**src/rtl/rv32m_mdu.sv**
```systemverilog
// ---------------------------------------------------------------------------
// rv32m_mdu
//   Iterative RV32M multiply/divide unit for the execute stage. One op is
//   accepted through a start/ready handshake, operands are captured at accept
//   time, and the result appears on `result` with a one-cycle `done` pulse.
//
//   Multiply: shift-add over magnitudes, one multiplier bit per cycle, 64-bit
//             accumulator; sign fixed up at the end.
//   Divide:   restoring, one quotient bit per cycle; quotient/remainder signs
//             fixed up at the end. Divide-by-zero and INT_MIN/-1 bypass the
//             iteration entirely.
//
//   Build option: define MDU_FAST_MUL_EN to replace the iterative multiply by
//   a single-cycle multiply at accept (divide path unchanged). Results are
//   identical in both builds; only multiply latency differs.
//
// Ports
//   clk     in   clock, rising edge
//   rstn    in   asynchronous active-low reset
//   start   in   op request, sampled only while ready=1
//   funct3  in   RV32M funct3 (MUL, MULH, MULHSU, MULHU, DIV, DIVU, REM, REMU)
//   rs1/rs2 in   operands A/B
//   flush   in   synchronous abort; next edge returns to idle without done
//   ready   out  unit idle, will accept start this cycle
//   busy    out  ~ready
//   done    out  one-cycle pulse, result valid
//   result  out  last result, held until the next op completes
// ---------------------------------------------------------------------------
module rv32m_mdu #(
    parameter int XLEN = 32
) (
    input  logic            clk,
    input  logic            rstn,
    input  logic            start,
    input  logic [2:0]      funct3,
    input  logic [XLEN-1:0] rs1,
    input  logic [XLEN-1:0] rs2,
    input  logic            flush,
    output logic            ready,
    output logic            busy,
    output logic            done,
    output logic [XLEN-1:0] result
);

    localparam int               CNT_W    = $clog2(XLEN) + 1;
    localparam logic [XLEN-1:0]  INT_MIN  = {1'b1, {(XLEN-1){1'b0}}};
    localparam logic [CNT_W-1:0] LAST_CNT = CNT_W'(XLEN - 1);

    typedef enum logic [1:0] {
        IDLE = 2'd0,
        RUN  = 2'd1,
        FIX  = 2'd2
    } state_t;

    state_t            state_q,  state_d;
    logic [CNT_W-1:0]  cnt_q,    cnt_d;
    logic [2:0]        f3_q,     f3_d;
    logic              neg_q,    neg_d;     // negate product / quotient in FIX
    logic              rneg_q,   rneg_d;    // negate remainder in FIX
    logic [2*XLEN-1:0] acc_q,    acc_d;     // mul: {hi, multiplier}; div: {rem, quot}
    logic [XLEN-1:0]   b_q,      b_d;       // |multiplicand| or |divisor|
    logic [XLEN-1:0]   result_q, result_d;
    logic              done_q,   done_d;
    logic              ready_q,  ready_d;

    // ---------------- operand decode at accept ----------------
    logic            is_div;
    logic            signed_a;
    logic            signed_b;
    logic            neg_a;
    logic            neg_b;
    logic [XLEN-1:0] mag_a;
    logic [XLEN-1:0] mag_b;
    logic            div_zero;
    logic            div_ovf;

    assign is_div   = funct3[2];
    // MUL/MULH/MULHSU treat rs1 as signed; only MUL/MULH treat rs2 as signed.
    // DIV/REM (funct3[0]=0) are signed on both sides.
    assign signed_a = is_div ? ~funct3[0] : (funct3[1:0] != 2'b11);
    assign signed_b = is_div ? ~funct3[0] : ~funct3[1];
    assign neg_a    = signed_a & rs1[XLEN-1];
    assign neg_b    = signed_b & rs2[XLEN-1];
    assign mag_a    = neg_a ? -rs1 : rs1;
    assign mag_b    = neg_b ? -rs2 : rs2;
    assign div_zero = is_div & (rs2 == '0);
    assign div_ovf  = is_div & ~funct3[0] & (rs1 == INT_MIN) & (&rs2);

`ifdef MDU_FAST_MUL_EN
    // Sign/zero-extended operands; the low 2*XLEN bits of the product are
    // exactly the signed 33x33 product.
    logic [2*XLEN-1:0] ext_a;
    logic [2*XLEN-1:0] ext_b;
    logic [2*XLEN-1:0] fast_prod;

    assign ext_a     = {{XLEN{neg_a}}, rs1};
    assign ext_b     = {{XLEN{neg_b}}, rs2};
    assign fast_prod = ext_a * ext_b;
`endif

    // ---------------- one iteration step ----------------
    logic [XLEN:0]     mul_sum;
    logic [2*XLEN-1:0] mul_next;
    logic [XLEN:0]     div_shift;
    logic              div_ok;
    logic [XLEN-1:0]   div_rem;
    logic [2*XLEN-1:0] div_next;

    // Multiply: add multiplicand into the upper half when the multiplier LSB
    // is set, then shift the whole accumulator right by one.
    assign mul_sum  = {1'b0, acc_q[2*XLEN-1:XLEN]} + (acc_q[0] ? {1'b0, b_q} : '0);
    assign mul_next = {mul_sum, acc_q[XLEN-1:1]};

    // Divide: shift next dividend bit into the remainder, trial-subtract the
    // divisor. The partial remainder is always < divisor, so when the trial
    // succeeds the difference fits back into XLEN bits.
    assign div_shift = acc_q[2*XLEN-1:XLEN-1];
    assign div_ok    = (div_shift >= {1'b0, b_q});
    assign div_rem   = div_ok ? (div_shift[XLEN-1:0] - b_q) : div_shift[XLEN-1:0];
    assign div_next  = {div_rem, acc_q[XLEN-2:0], div_ok};

    // ---------------- sign fix-up and output select ----------------
    logic [2*XLEN-1:0] prod_fix;
    logic [XLEN-1:0]   quot_fix;
    logic [XLEN-1:0]   rem_fix;
    logic [XLEN-1:0]   fix_res;

    assign prod_fix = neg_q  ? -acc_q              : acc_q;
    assign quot_fix = neg_q  ? -acc_q[XLEN-1:0]    : acc_q[XLEN-1:0];
    assign rem_fix  = rneg_q ? -acc_q[2*XLEN-1:XLEN] : acc_q[2*XLEN-1:XLEN];

    always_comb begin
        fix_res = prod_fix[XLEN-1:0];
        case (f3_q)
            3'b000:                 fix_res = prod_fix[XLEN-1:0];
            3'b001, 3'b010, 3'b011: fix_res = prod_fix[2*XLEN-1:XLEN];
            3'b100, 3'b101:         fix_res = quot_fix;
            default:                fix_res = rem_fix;
        endcase
    end

    // ---------------- next-state logic ----------------
    always_comb begin
        state_d  = state_q;
        cnt_d    = cnt_q;
        f3_d     = f3_q;
        neg_d    = neg_q;
        rneg_d   = rneg_q;
        acc_d    = acc_q;
        b_d      = b_q;
        result_d = result_q;
        done_d   = 1'b0;
        ready_d  = ready_q;

        if (flush) begin
            state_d = IDLE;
            cnt_d   = '0;
            ready_d = 1'b1;
        end else begin
            case (state_q)
                IDLE: begin
                    // ready_q is still low in the done cycle; it rises here.
                    ready_d = 1'b1;
                    if (start && ready_q) begin
                        ready_d = 1'b0;
                        f3_d    = funct3;
                        b_d     = mag_b;
                        acc_d   = {{XLEN{1'b0}}, mag_a};
                        neg_d   = neg_a ^ neg_b;
                        rneg_d  = neg_a;
                        cnt_d   = '0;
                        state_d = RUN;
                        // Special cases preload {rem, quot} with the final
                        // answer and disable sign fix-up.
                        if (div_zero) begin
                            acc_d   = {rs1, {XLEN{1'b1}}};
                            neg_d   = 1'b0;
                            rneg_d  = 1'b0;
                            state_d = FIX;
                        end else if (div_ovf) begin
                            acc_d   = {{XLEN{1'b0}}, INT_MIN};
                            neg_d   = 1'b0;
                            rneg_d  = 1'b0;
                            state_d = FIX;
                        end
`ifdef MDU_FAST_MUL_EN
                        else if (!is_div) begin
                            acc_d   = fast_prod;
                            neg_d   = 1'b0;
                            rneg_d  = 1'b0;
                            state_d = FIX;
                        end
`endif
                    end
                end
                RUN: begin
                    acc_d = f3_q[2] ? div_next : mul_next;
                    cnt_d = cnt_q + CNT_W'(1);
                    if (cnt_q == LAST_CNT) begin
                        cnt_d   = '0;
                        state_d = FIX;
                    end
                end
                FIX: begin
                    result_d = fix_res;
                    done_d   = 1'b1;
                    state_d  = IDLE;
                end
                default: begin
                    state_d = IDLE;
                    ready_d = 1'b1;
                end
            endcase
        end
    end

    always_ff @(posedge clk or negedge rstn) begin
        if (!rstn) begin
            state_q  <= IDLE;
            cnt_q    <= '0;
            f3_q     <= '0;
            neg_q    <= 1'b0;
            rneg_q   <= 1'b0;
            acc_q    <= '0;
            b_q      <= '0;
            result_q <= '0;
            done_q   <= 1'b0;
            ready_q  <= 1'b1;
        end else begin
            state_q  <= state_d;
            cnt_q    <= cnt_d;
            f3_q     <= f3_d;
            neg_q    <= neg_d;
            rneg_q   <= rneg_d;
            acc_q    <= acc_d;
            b_q      <= b_d;
            result_q <= result_d;
            done_q   <= done_d;
            ready_q  <= ready_d;
        end
    end

    assign ready  = ready_q;
    assign busy   = ~ready_q;
    assign done   = done_q;
    assign result = result_q;

endmodule

```
**config.mk**
```make
export PLATFORM = sky130hd
export DESIGN_NAME = rv32m_mdu
export DESIGN_NICKNAME = d
export VERILOG_FILES = /design/src/rtl/rv32m_mdu.sv
export SDC_FILE = /design/constraint.sdc
export NUM_CORES = 1
export LEC_CHECK = 0
export CORE_ASPECT_RATIO = 2
export CORE_MARGIN = 10
export CORE_UTILIZATION = 65
export CTS_CLUSTER_SIZE = 10
export DETAILED_ROUTE_END_ITERATION = 10
export DONT_BUFFER_PORTS = 1
export PLACE_DENSITY = 0.81
export REMOVE_ABC_BUFFERS = 1
export SYNTH_ARGS = -nofsm -noshare
export SYNTH_HDL_FRONTEND = slang
export SYNTH_SLANG_ARGS = --single-unit
```
**constraint.sdc**
```tcl
create_clock -name clk -period 3.73 [get_ports clk]
set_input_delay 0.1865 -clock clk [delete_from_list [all_inputs] [get_ports clk]]
set_output_delay 0.1865 -clock clk [all_outputs]
set_load 0.01 [all_outputs]
```
==> results.sh <==
export IMPL_cts_root_buf="clkbuf_16"
export IMPL_initial_core_util=0.662
export IMPL_ys_seq_area_frac=0.244
export IMPL_hold_viol_final=0
export IMPL_synth_compound_area_frac=0.281
export IMPL_p_leak_nw=7.10
export IMPL_holdCritPathClass="in2reg"
export IMPL_grt_busiest_layer="met2"
export IMPL_pre_cts_ws_ns=0.147
export IMPL_routedWlPerCell_um=26.0
export IMPL_path_clk_slew_ns=0.07
export IMPL_fin_crit_sh=0.960
export IMPL_synth_edf_count=0
export IMPL_drive_gt1_frac=0.0916
export IMPL_clk_latency_ns=0.47
export IMPL_grt_pass1_wl_mm=90.4
export IMPL_setup_slack_ns=0.151
export IMPL_fmax_ghz=0.279
export IMPL_worstMarginPinSlew_ns=1.24
export IMPL_synth_top_family_by_area="compound AO/OA/AOI/OAI gates"
export IMPL_mostFrequentLayoutCells="a21oi_1, nand2_1, o21ai_0"
export IMPL_skew_ns=0.0126
export IMPL_startpoint_type="flip-flop"
export IMPL_cts_buffers_inserted=17
export IMPL_ys_warn_count=0
export IMPL_synth_xor_xnor_area_share=0.110
export IMPL_relSlewSlack=0.168
export IMPL_grt_usage=0.391
export IMPL_critical_path_class="reg2reg"
export IMPL_worstPathMaxFanout=4
export IMPL_synthArstFlopShare=1.00
export IMPL_clock_path_buffers=2
export IMPL_critPathBufInv=3
export IMPL_drc_errors=0
export IMPL_synth_area_sq_um=14700
export IMPL_maxCapViolCount=0
export IMPL_cp_arrival_ns=3.99
export IMPL_nNetsFinal=2131
export IMPL_synth_area_top_cells="dfrtp_1, a21oi_1, o21ai_0"
export IMPL_synth_adder_area_share=0.0650
export IMPL_yosys_cell_types_count=86
export IMPL_post_synth_top_area_cell="dfrtp_1"
export IMPL_ant_nets=0
export IMPL_endpoint_kind="flip-flop"
export IMPL_clkSinkCount=143
export IMPL_vias=16300
export IMPL_cp_slowest_stage_delay_ns=0.49
export IMPL_syn_to_final_growth_pct=11.9
export IMPL_io_pins=106
export IMPL_synth_top_area_frac=0.242
export IMPL_synth_ff_type="dfrtp_1"
export IMPL_vias_per_cell=7.15
export IMPL_synthMuxAreaShare=0.0364
export IMPL_netlist_instances=1959
export IMPL_die_w_um=126
export IMPL_grtUsageMet2=0.663
export IMPL_peakVddDrop_v=0.000601
export IMPL_syn_area_per_cell_sq_um=7.49
export IMPL_grt_ovfl_total=0
export IMPL_fillers=1790
export IMPL_gr_usage_met1=0.401
export IMPL_port_buffers=0
export IMPL_htree_levels=4
export IMPL_num_antenna_cells=0
export IMPL_antenna_found_initial=0
export IMPL_setup_viol=0
export IMPL_tritoncts="yes"
export IMPL_routed_wl_mm=59.2
export IMPL_crit_required_ns=4.14
export IMPL_post_cts_buffers=0
export IMPL_final_common_cell="a21oi_1"
export IMPL_ys_seq_elements=143
export IMPL_die_height_um=233
export IMPL_rows=77
export IMPL_status="finished clean"
export IMPL_grt_pass1_vias=16100
export IMPL_path_cells="inv_1, ha_1, inv_1, fa_1, a21oi_1, nor3_1, nor4bb_2, nor2_1, a211oi_1, buf_4, nor2_1, or4_1, a41oi_1, a21bo_2"
export IMPL_drv_slew=0
export IMPL_crit_slowest_cell="nor4bb_2"
export IMPL_drt_initial_drc_count=2565
export IMPL_core_sq_um=22200
export IMPL_grt_max_degree=144
export IMPL_fin_crit_ns=3.58
export IMPL_layoutNonFillerInstCount=2274
export IMPL_dr_pass1_iters=6
export IMPL_dp_cells=2185
export IMPL_die_area_sq_um=29400
export IMPL_yosys_area_share_simple=0.209
export IMPL_place_congestion=1.14
export IMPL_crit_family="simple AND/OR/NAND/NOR gates"
export IMPL_hpwl_mm=42.5
export IMPL_met3_usage=0.0909
export IMPL_p_per_area_nw_per_um2=982
[routing by layer]
| layer | part of all wire | up-vias |
|---|---|---|
| met2 | 0.48 | 1180 |
| met1 | 0.32 | 7539 |
| met4 | 0.096 | 0 |
| met5 | 0 | - |
| li1 | - | 7150 |
| met3 | 0.10 | 395 |
[flip-flops by register name (all words and copies together), names as in the netlist]
| name | flops |
|---|---|
| b_q | 32 |
| f3_q | 3 |
| ready | 1 |
| state_q | 2 |
| cnt_q | 6 |
| done | 1 |
| acc_q | 64 |
| rneg_q | 1 |
| neg_q | 1 |
| result | 32 |
[worst min-delay path, cell delays in order]
cell and delay [ns]:
xor2_1 0.05, a21oi_1 0.13, o21ai_0 0.08
[cell usage after synthesis (all sizes together), types with 21 or more instances]
| cell | instances |
|---|---|
| a21o | 28 |
| a21oi | 226 |
| and3 | 21 |
| clkbuf | 119 |
| dfrtp | 142 |
| ha | 73 |
| inv | 72 |
| mux2i | 41 |
| nand2 | 207 |
| nand3 | 35 |
| nand4 | 23 |
| nor2 | 160 |
| nor3 | 33 |
| o21ai | 202 |
| o31ai | 28 |
| or3 | 21 |
| or4 | 22 |
| xnor2 | 100 |
| xor2 | 85 |
[final cells by class]
type | count | area [sq um] | share of cell area
clock buffers | 19 | 443 | 0.0270
clock inverters | 13 | 163 | 0.00990
inverters | 72 | 270 | 0.0165
multi-input cells | 1608 | 10300 | 0.628
flip-flops and latches | 143 | 3580 | 0.218
well taps | 276 | 345 | 0.0210
repair buffers | 143 | 1310 | 0.0797
[path summary, 6_finish.rpt]
kind	start	endpoint	slack, ns	cells past startpoint
max	acc_q[31]$_DFFE_PN0P_	acc_q[58]$_DFFE_PN0P_	0.15	14
min	rs1[27]	acc_q[27]$_DFFE_PN0P_	0.004	3
max reg2reg	acc_q[31]$_DFFE_PN0P_	acc_q[58]$_DFFE_PN0P_	0.15	14
min reg2reg	b_q[25]$_DFFE_PN0P_	b_q[25]$_DFFE_PN0P_	0.48	2
max in group asynchronous	rstn	f3_q[2]$_DFFE_PN0P_	2.65	2
min in group asynchronous	rstn	b_q[0]$_DFFE_PN0P_	0.50	2
[cells by family after synthesis]
family,Yosys count
simple gates,621
buf+inv,208
mux,52
flops,143
compound gates,675
xor+xnor,185
fa+ha+maj,75
[power breakdown]
part | total [mW] | switching, mW | leakage [nW] | internal (mW)
registers | 3.24 | 1.04 | 1.82 | 2.20
clock network | 1.84 | 0.777 | 0.278 | 1.07
logic | 11.0 | 6.73 | 5.00 | 4.31
total | 16.1 | 8.55 | 7.10 | 7.58
[timing repair]
action,CTS,global route
hold buffers,57,0
endpoints found under the setup margin,0,9
endpoints found under the hold margin,201,0
resized for setup,0,6
[metrics by stage]
stage / setup TNS, ns / total power, mW / instance area [sq um] / util / hold WS (ns)
after floorplan: -14.29 / 10.2 / 14100 / - / -0.109
after global placement: 0 / 13.5 / 15200 / 0.687 / -0.105
after detailed placement: 0 / 13.6 / 15200 / 0.687 / -0.104
after CTS: 0 / 15.6 / 16400 / 0.741 / 0.000660
after global routing: -0.202 / 17.1 / 16400 / 0.741 / 0.0167
final: 0 / 16.1 / 16400 / 0.741 / 0.00447
(Power assumes the default switching activity.)
